### config.mk
export PLATFORM = sky130hd
export DESIGN_NAME = dram_write_flat
export DESIGN_NICKNAME = d
export VERILOG_FILES = /design/src/rtl/dram_write_if.sv /design/src/rtl/dram_write.sv /design/src/flat_wrapper.sv
export SDC_FILE = /design/constraint.sdc
export NUM_CORES = 1
export LEC_CHECK = 0
export CAP_MARGIN = 20
export CORE_MARGIN = 4
export CORE_UTILIZATION = 43
export CTS_CLUSTER_DIAMETER = 50
export DETAILED_ROUTE_END_ITERATION = 8
export GPL_TIMING_DRIVEN = 0
export PLACE_DENSITY = 0.94
export RECOVER_POWER = 100
export SLEW_MARGIN = 20
export SYNTH_ARGS = -nofsm -noshare
export SYNTH_HDL_FRONTEND = slang
export SYNTH_SLANG_ARGS = --single-unit
### constraint.sdc
create_clock -name clk -period 6.4 [get_ports clk]
set_input_delay 1.92 -clock clk [delete_from_list [all_inputs] [get_ports clk]]
set_output_delay 1.92 -clock clk [all_outputs]
set_load 0.01 [all_outputs]
### src/rtl/dram_write_if.sv
// Request and SRAM-side signal bundle for the dram_write controller.
// The slave modport is the controller; the master modport is the memory stage plus SRAM pins.
interface dram_write_if;
  logic        write_ce;
  logic [19:0] address;
  logic [31:0] wdata;
  logic [3:0]  byte_sel;
  logic        ready;
  logic        busy;
  logic [19:0] ram_addr;
  logic [31:0] ram_wdata;
  logic        data_oe;
  logic        ce_n;
  logic        oe_n;
  logic        we_n;
  logic [3:0]  be_n;
  logic        wfin;

  modport slave (
    input  write_ce, address, wdata, byte_sel,
    output ready, busy, ram_addr, ram_wdata, data_oe, ce_n, oe_n, we_n, be_n, wfin
  );

  modport master (
    output write_ce, address, wdata, byte_sel,
    input  ready, busy, ram_addr, ram_wdata, data_oe, ce_n, oe_n, we_n, be_n, wfin
  );
endinterface

### src/rtl/dram_write.sv
// Write-side controller for the external asynchronous 32-bit SRAM: latches one word request
// and walks the active-low strobes through setup, write-pulse and hold phases.
module dram_write #(
  parameter int SETUP_CYCLES = 1,
  parameter int PULSE_CYCLES = 2,
  parameter int HOLD_CYCLES  = 1
) (
  input logic         clk,
  input logic         rst,
  dram_write_if.slave bus
);

  if (SETUP_CYCLES < 1 || SETUP_CYCLES > 7) begin : g_bad_setup
    $error("dram_write: SETUP_CYCLES must be in 1..7");
  end
  if (PULSE_CYCLES < 1 || PULSE_CYCLES > 7) begin : g_bad_pulse
    $error("dram_write: PULSE_CYCLES must be in 1..7");
  end
  if (HOLD_CYCLES < 1 || HOLD_CYCLES > 7) begin : g_bad_hold
    $error("dram_write: HOLD_CYCLES must be in 1..7");
  end

  localparam logic [2:0] SETUP_LAST = 3'(SETUP_CYCLES - 1);
  localparam logic [2:0] PULSE_LAST = 3'(PULSE_CYCLES - 1);
  localparam logic [2:0] HOLD_LAST  = 3'(HOLD_CYCLES - 1);

  typedef enum logic [1:0] {
    IDLE,
    SETUP,
    PULSE,
    HOLD
  } state_t;

  state_t      state, state_nxt;
  logic [2:0]  cnt, cnt_nxt;
  logic        last_hold;
  logic        accept;
  logic [19:0] addr_q;
  logic [31:0] wdata_q;
  logic [3:0]  be_n_q;

  always_ff @(posedge clk or posedge rst) begin
    if (rst) begin
      state <= IDLE;
      cnt   <= 3'd0;
    end else begin
      state <= state_nxt;
      cnt   <= cnt_nxt;
    end
  end

  // A request can be taken in IDLE or in the final HOLD cycle, which gives back-to-back writes.
  always_comb begin
    last_hold = (state == HOLD) && (cnt == HOLD_LAST);
    accept    = ((state == IDLE) || last_hold) && bus.write_ce;
  end

  always_comb begin
    state_nxt = state;
    cnt_nxt   = cnt + 3'd1;
    unique case (state)
      IDLE: begin
        cnt_nxt = 3'd0;
        if (bus.write_ce) state_nxt = SETUP;
      end
      SETUP: begin
        if (cnt == SETUP_LAST) begin
          state_nxt = PULSE;
          cnt_nxt   = 3'd0;
        end
      end
      PULSE: begin
        if (cnt == PULSE_LAST) begin
          state_nxt = HOLD;
          cnt_nxt   = 3'd0;
        end
      end
      HOLD: begin
        if (cnt == HOLD_LAST) begin
          state_nxt = bus.write_ce ? SETUP : IDLE;
          cnt_nxt   = 3'd0;
        end
      end
      default: begin
        state_nxt = IDLE;
        cnt_nxt   = 3'd0;
      end
    endcase
  end

  always_ff @(posedge clk or posedge rst) begin
    if (rst) begin
      addr_q  <= 20'd0;
      wdata_q <= 32'd0;
      be_n_q  <= 4'b1111;
    end else if (accept) begin
      addr_q  <= bus.address;
      wdata_q <= bus.wdata;
      be_n_q  <= ~bus.byte_sel;
    end
  end

  // Strobes decode from the state register alone, so an async reset releases them at once.
  always_comb begin
    bus.ce_n      = (state == IDLE);
    bus.we_n      = (state != PULSE);
    bus.data_oe   = (state != IDLE);
    bus.oe_n      = 1'b1;
    bus.busy      = (state != IDLE);
    bus.wfin      = last_hold;
    bus.ready     = (state == IDLE) || last_hold;
    bus.ram_addr  = addr_q;
    bus.ram_wdata = wdata_q;
    bus.be_n      = be_n_q;
  end

endmodule

### src/flat_wrapper.sv
// flat-port wrapper written by rule: the top's interface ports become plain ports
module dram_write_flat 
#(
  parameter int SETUP_CYCLES = 1,
  parameter int PULSE_CYCLES = 2,
  parameter int HOLD_CYCLES  = 1
)
  (clk, rst, bus_write_ce, bus_address, bus_wdata, bus_byte_sel, bus_ready, bus_busy, bus_ram_addr, bus_ram_wdata, bus_data_oe, bus_ce_n, bus_oe_n, bus_we_n, bus_be_n, bus_wfin);
  dram_write_if bus_i ();
  input logic clk;
  input logic rst;
  input wire logic [$bits(bus_i.write_ce)-1:0] bus_write_ce;
  input wire logic [$bits(bus_i.address)-1:0] bus_address;
  input wire logic [$bits(bus_i.wdata)-1:0] bus_wdata;
  input wire logic [$bits(bus_i.byte_sel)-1:0] bus_byte_sel;
  output wire logic [$bits(bus_i.ready)-1:0] bus_ready;
  output wire logic [$bits(bus_i.busy)-1:0] bus_busy;
  output wire logic [$bits(bus_i.ram_addr)-1:0] bus_ram_addr;
  output wire logic [$bits(bus_i.ram_wdata)-1:0] bus_ram_wdata;
  output wire logic [$bits(bus_i.data_oe)-1:0] bus_data_oe;
  output wire logic [$bits(bus_i.ce_n)-1:0] bus_ce_n;
  output wire logic [$bits(bus_i.oe_n)-1:0] bus_oe_n;
  output wire logic [$bits(bus_i.we_n)-1:0] bus_we_n;
  output wire logic [$bits(bus_i.be_n)-1:0] bus_be_n;
  output wire logic [$bits(bus_i.wfin)-1:0] bus_wfin;
  assign bus_i.write_ce = bus_write_ce;
  assign bus_i.address = bus_address;
  assign bus_i.wdata = bus_wdata;
  assign bus_i.byte_sel = bus_byte_sel;
  assign bus_ready = bus_i.ready;
  assign bus_busy = bus_i.busy;
  assign bus_ram_addr = bus_i.ram_addr;
  assign bus_ram_wdata = bus_i.ram_wdata;
  assign bus_data_oe = bus_i.data_oe;
  assign bus_ce_n = bus_i.ce_n;
  assign bus_oe_n = bus_i.oe_n;
  assign bus_we_n = bus_i.we_n;
  assign bus_be_n = bus_i.be_n;
  assign bus_wfin = bus_i.wfin;
  dram_write #(.SETUP_CYCLES(SETUP_CYCLES), .PULSE_CYCLES(PULSE_CYCLES), .HOLD_CYCLES(HOLD_CYCLES)) u_core (.clk(clk), .rst(rst), .bus(bus_i));
endmodule
# Word level (Yosys, flattened, before mapping)
# Cells that the tools add are included.
dict set report classes {
  n_bitwise 1
  div 0
  n_eq_ne 9
  addsub 1
  n_shift 0
  n_mul 0
  n_lt_le_gt_ge 0
  reduce_logical 8
  mux 9
}
# operator count
set ops {}
lappend ops {{one-hot mux 3 bit (3 select lines)} 1}
lappend ops {{two-way mux 2 bit} 4}
lappend ops {{one-hot mux 2 bit (4 select lines)} 1}
lappend ops {{two-way mux 3 bit} 2}
lappend ops {{inequality test 2 bit (second input constant)} 3}
lappend ops {{== test 2 bit (second input constant)} 2}
lappend ops {{inequality test 2 x 1 -> 1 bit (second input constant)} 2}
lappend ops {{NOT 4 bit} 1}
lappend ops {{AND reduction 4 bit} 1}
lappend ops {{adder 3 x 1 -> 3 bit (second input constant)} 1}
lappend ops {{== test 3 x 1 -> 1 bit (second input constant)} 1}
lappend ops {{zero test 3 bit} 1}
lappend ops {{== test 2 x 1 -> 1 bit (second input constant)} 1}
lappend ops {{logical AND 1 bit} 2}
lappend ops {{zero test 2 bit} 1}
lappend ops {{nonzero test 2 bit} 1}
lappend ops {{OR reduction 2 bit} 1}
lappend ops {{logical OR 1 bit} 1}
lappend ops {{two-way mux 1 bit} 1}
dict set report totals {
  ram_bits 0
  reg_bits 61
  output_inout_bits 63
  wordCells 33
  mem_bits_ro 0
  n_memories 0
  latch_bits 0
}

# Longest topological paths before layout
dict set report depth {
  word_depth 4
  ltp_mapped 7
}

# Worst setup path after synthesis
# OpenSTA, ideal clock, no wires.
dict set report synth_path {
  path_type {register to output}
  from {register u_core.state[0]}
  to {output bus_data_oe}
  t_arrival_ns 1.183
  required_ns 4.480
  path_slack_ns 3.297
  path_stages_with_launch 5
  path_cell_list {dfrtp_1 > inv_1 > ha_1 > inv_1 > buf_4}
}
dict set report synth_via {
  elab_chain_cells 1
}
# element line
set synth_lines {}
lappend synth_lines {{start, declared} dram_write.sv:34} ;# state_t state, state_nxt;
lappend synth_lines {{start signal, assigned} dram_write.sv:47} ;# state <= state_nxt;
lappend synth_lines {{nonzero test 2 bit} -}
lappend synth_lines {{end, declared} flat_wrapper.sv:20} ;# output wire logic [$bits(bus_i.data_oe)-1:0] bus_data_oe;
# Every way passes these cells.

==> metrics.sh <==
STATUS='complete, but fails checks'
VIOLATIONS='capacitance limit, slew limit'
AREA_GROWTH_PCT=59.8
HOLDBUFCOUNTCTS=0
CRITICAL_PATH.MAX_FANOUT=35
SLEW_VIOLATIONS=36
REPORTED_MAX_CAP_VIOLATION_COUNT=1
CLOCK_TREE.BUFFER_DEPTH=2
DIEHEIGHT_UM=83.8
SYNTHTOPCELLSBYAREA='dfrtp_1 58%, mux2_2 22%, dfstp_2 4.2%, ha_1 4.0%, buf_4 2.1%'
SYNTHMUXAREASHARE_PCT=24.1
NETLIST_INSTANCES=164
SYNTH-ASYNC-RESET-RATIO_PCT=100
CRITICAL_PATH_CLASS='primary input to async pin'
DETAILEDROUTE.FIRSTPASSITERATIONCOUNT=2
PORT_BUFFERS=120
CRIT_PATH_MAX_INCR_DELAY_PS=1380
POWER.STATIC_LEAKAGE_nW=1.70
DETAIL_ROUTE.DRC_VIOLATIONS=0
HPWL_AFTER_DETAILED_PLACEMENT_MM=4.45
HOLD_WC_PATH_TYPE='register to register'
CTS_ROOT_BUF='clkbuf_8'
GR-USAGE-ALL-LAYERS_PCT=17.6
SYNTH.FF_LATCH_COUNT=61
WORST_SKEW_PAIR.LATE_LATENCY_PS=330
CLOCK_SINK_COUNT=61
DP_CELLS=357
CP_SLOWEST_CELL='clkbuf_1'
GRT_FIRST_PASS_WIRELENGTH_MM=9.78
CRIT_PATH_CELL_TRACE='dlygate4sd3_1 -> clkinvlp_2 -> clkbuf_1'
FINALSETUPVIOLATIONS=0
SYNTH_ADDER_AREA_SHARE_PCT=4.05
SYNTH_COMPOUND_GATE_AREA_SHARE_PCT=3.09
VIA_COUNT=1768
ANTENNA_FOUND_INITIAL=0
WORST-SLEW-PIN-TRANSITION_PS=1810
SYNTH-WARNING-COUNT=0
SYNTH-MAIN-FF-CELL='dfrtp_1'
SYNTH.NET_COUNT=231
NUM-NETS-FINAL=363
SYN_AVG_CELL_AREA_UM2=15.1
GRT_MAX_DEGREE=36
NUMBER_OF_HOLD_VIOLATIONS_IN_THE_FINAL_REPORT=0
CELL_AREA_SYNTH_UM2=2470
START_UTIL_PCT=44.6
COREAREA_UM2=5540
GRT.OVERFLOW.TOTAL=0
WIRELENGTH_MM=5.79
SYNTH_XOR_AREA_SHARE_PCT=0.354
MULTI_INPUT_AREA_UM2=847
NUMBER_OF_DIODES=0
DRT-INITIAL-DRC-COUNT=31
TRITONCTS='done'
RSZ0062_AT_GRT='false'
CTS-RESIZED-GATES=0
PLACE.GP.CONGESTION=0.800
N_FILL_CELL=396
CLK_PIN_SLEW_WORST_PATHS_PS=70
FIN_HOLD_WS_PS=480
SYNTH_TOP_FAMILY_BY_AREA='multiplexers'
DESIGN.DIE.AREA_UM2=7030
VDD.IR_DROP.WORST_mV=0.294
LAYOUTNONFILLERINSTCOUNT=373
POST-CTS-SETUP-BUFFERS=0
FIRST_GLOBAL_VIAS=1977
CTS_BUFFERS=9
FINAL_MIN_PERIOD_OVER_CLOCK_PERIOD_PCT=69.4
FINAL_CRITICAL_PERIOD_PS=4440
SYNTHSIMPLEGATEAREAFRAC_PCT=2.93
CRITICAL_PATH_ARRIVAL_PS=4540
STARTPOINT_TYPE='primary input'
ANTENNA_VIOLATING_NETS_POST_ROUTE=0
CTSHTREEMAXLEVEL=3
FIN_SETUP_TNS_PS=0
VIASPERCELL=4.74
FINALCLOCKSKEW_PS=5.40
NETLIST.AREA_LEADER.SHARE_PCT=57.7
PLACEMENTROWS=27
ROUTEDWLPERCELL_UM=15.5
NUMBER_OF_PLACED_I_O_PINS=122
YS_SEQ_AREA_SHARE_PCT=61.9
SYNTH_AREA_LEADER_CELL='dfrtp_1'
WORSTPATHREQUIRED_PS=6490
LAYOUT.AREA.SEQ_UM2=1530
DIE_W_UM=83.8
YS_TYPES=24
SYNTH_ENABLE_FLOP_CELLS=0
MAX_FREQ_MHz=225
SETUP.WORST_PATH.END_CLASS='async pin'
POWER-PER-CELL-AREA_nW_PER_UM2=496
FINAL_LAYOUT_SIZE_SUFFIX_GT1_SHARE_PCT=23.9
WORST_SLEW_MARGIN_REL_PCT=-21.0
==> logic make-up after synthesis <==
kind of cell,count (synthesis)
adders and majority gates,8
other,1
xor gates and xnor gates,1
AOI/OAI and AO/OA,11
muxes,53
and+or+nand+nor,14
DFF,61
buffers and inverters,15
==> path summary, 6_finish.rpt <==
path	startpoint	endpoint	slack, ps	depth (start not counted)
max	rst	u_core.bus.ram_addr[13]	1960	3
min	u_core.bus.be_n[3]	u_core.bus.be_n[3]	480	2
max reg2reg	u_core.state[0]	u_core.bus.ram_addr[9]	3690	5
min reg2reg	u_core.bus.be_n[3]	u_core.bus.be_n[3]	480	2
max in group clk	u_core.state[0]	bus_ready	2370	4
min in group asynchronous	rst	u_core.bus.ram_wdata[21]	2270	2
==> metrics by stage <==
stage	power, mW	utilization, %	setup slack (ps)	instance area (µm²)
after floorplan	1.18	-	2970	2470
after global placement	1.68	68.0	1920	3760
after detailed placement	1.72	68.4	2800	3790
after CTS	2.10	72.2	2430	4000
after global routing	2.09	71.4	1290	3950
final	1.96	71.4	1960	3950
==> area by class of cell <==
| type | instances | share of cell area, % |
|---|---|---|
| clock buffers | 10 | 3.23 |
| plain buffers | 8 | 0.949 |
| well taps | 72 | 2.28 |
| repair buffers | 121 | 30.5 |
| inverters | 7 | 0.696 |
| multi-input cells | 88 | 21.4 |
| clock inverters | 6 | 2.22 |
| flip-flops and latches | 61 | 38.7 |
==> worst max-delay path: cells and delay by family <==
family	cells	cell delay, ps
buffers and inverters	3	2610
==> where the power goes <==
group | switching [mW] | internal (mW) | leakage (nW) | total, mW
sequential | 0.0899 | 0.589 | 0.717 | 0.679
clock | 0.150 | 0.218 | 0.0985 | 0.368
combinational | 0.380 | 0.533 | 0.883 | 0.913
==> synth_stat cells (2+ instances only) <==
cell type and count:
dfrtp_1 57, mux2_2 49, ha_1 8, buf_4 7, inv_1 7, nand2_1 5
o21ai_0 5, dfstp_2 4, mux2_1 4, nor3_1 3, and3_1 2
==> registers in the layout (all words and copies together) (netlist names) <==
register	cells
u_core.cnt	3
u_core.state	2
u_core.bus.be_n	4
u_core.bus.ram_wdata	32
u_core.bus.ram_addr	20
==> cell usage in the layout (no fill, tap or decap), drive strengths merged, types with 2 or more instances in the layout <==
cell type	n
o21ai	7
and3	2
clkinvlp	4
clkbuf	17
mux2	53
clkdlybuf4s50	56
ha	8
nand2	5
nor3	3
buf	2
dlygate4sd3	64
dfrtp	57
bufinv	2
dfstp	4
inv	6
==> per-layer routing <==
metal | up-vias | track usage, % | part of all wire (%)
met5 | - | 0 | 0
met4 | 0 | 6.14 | 1.6
met3 | 11 | 5.33 | 7.6
met2 | 79 | 29.4 | 50
met1 | 851 | 21.5 | 41
li1 | 827 | - | -
(Power assumes the default switching activity.)
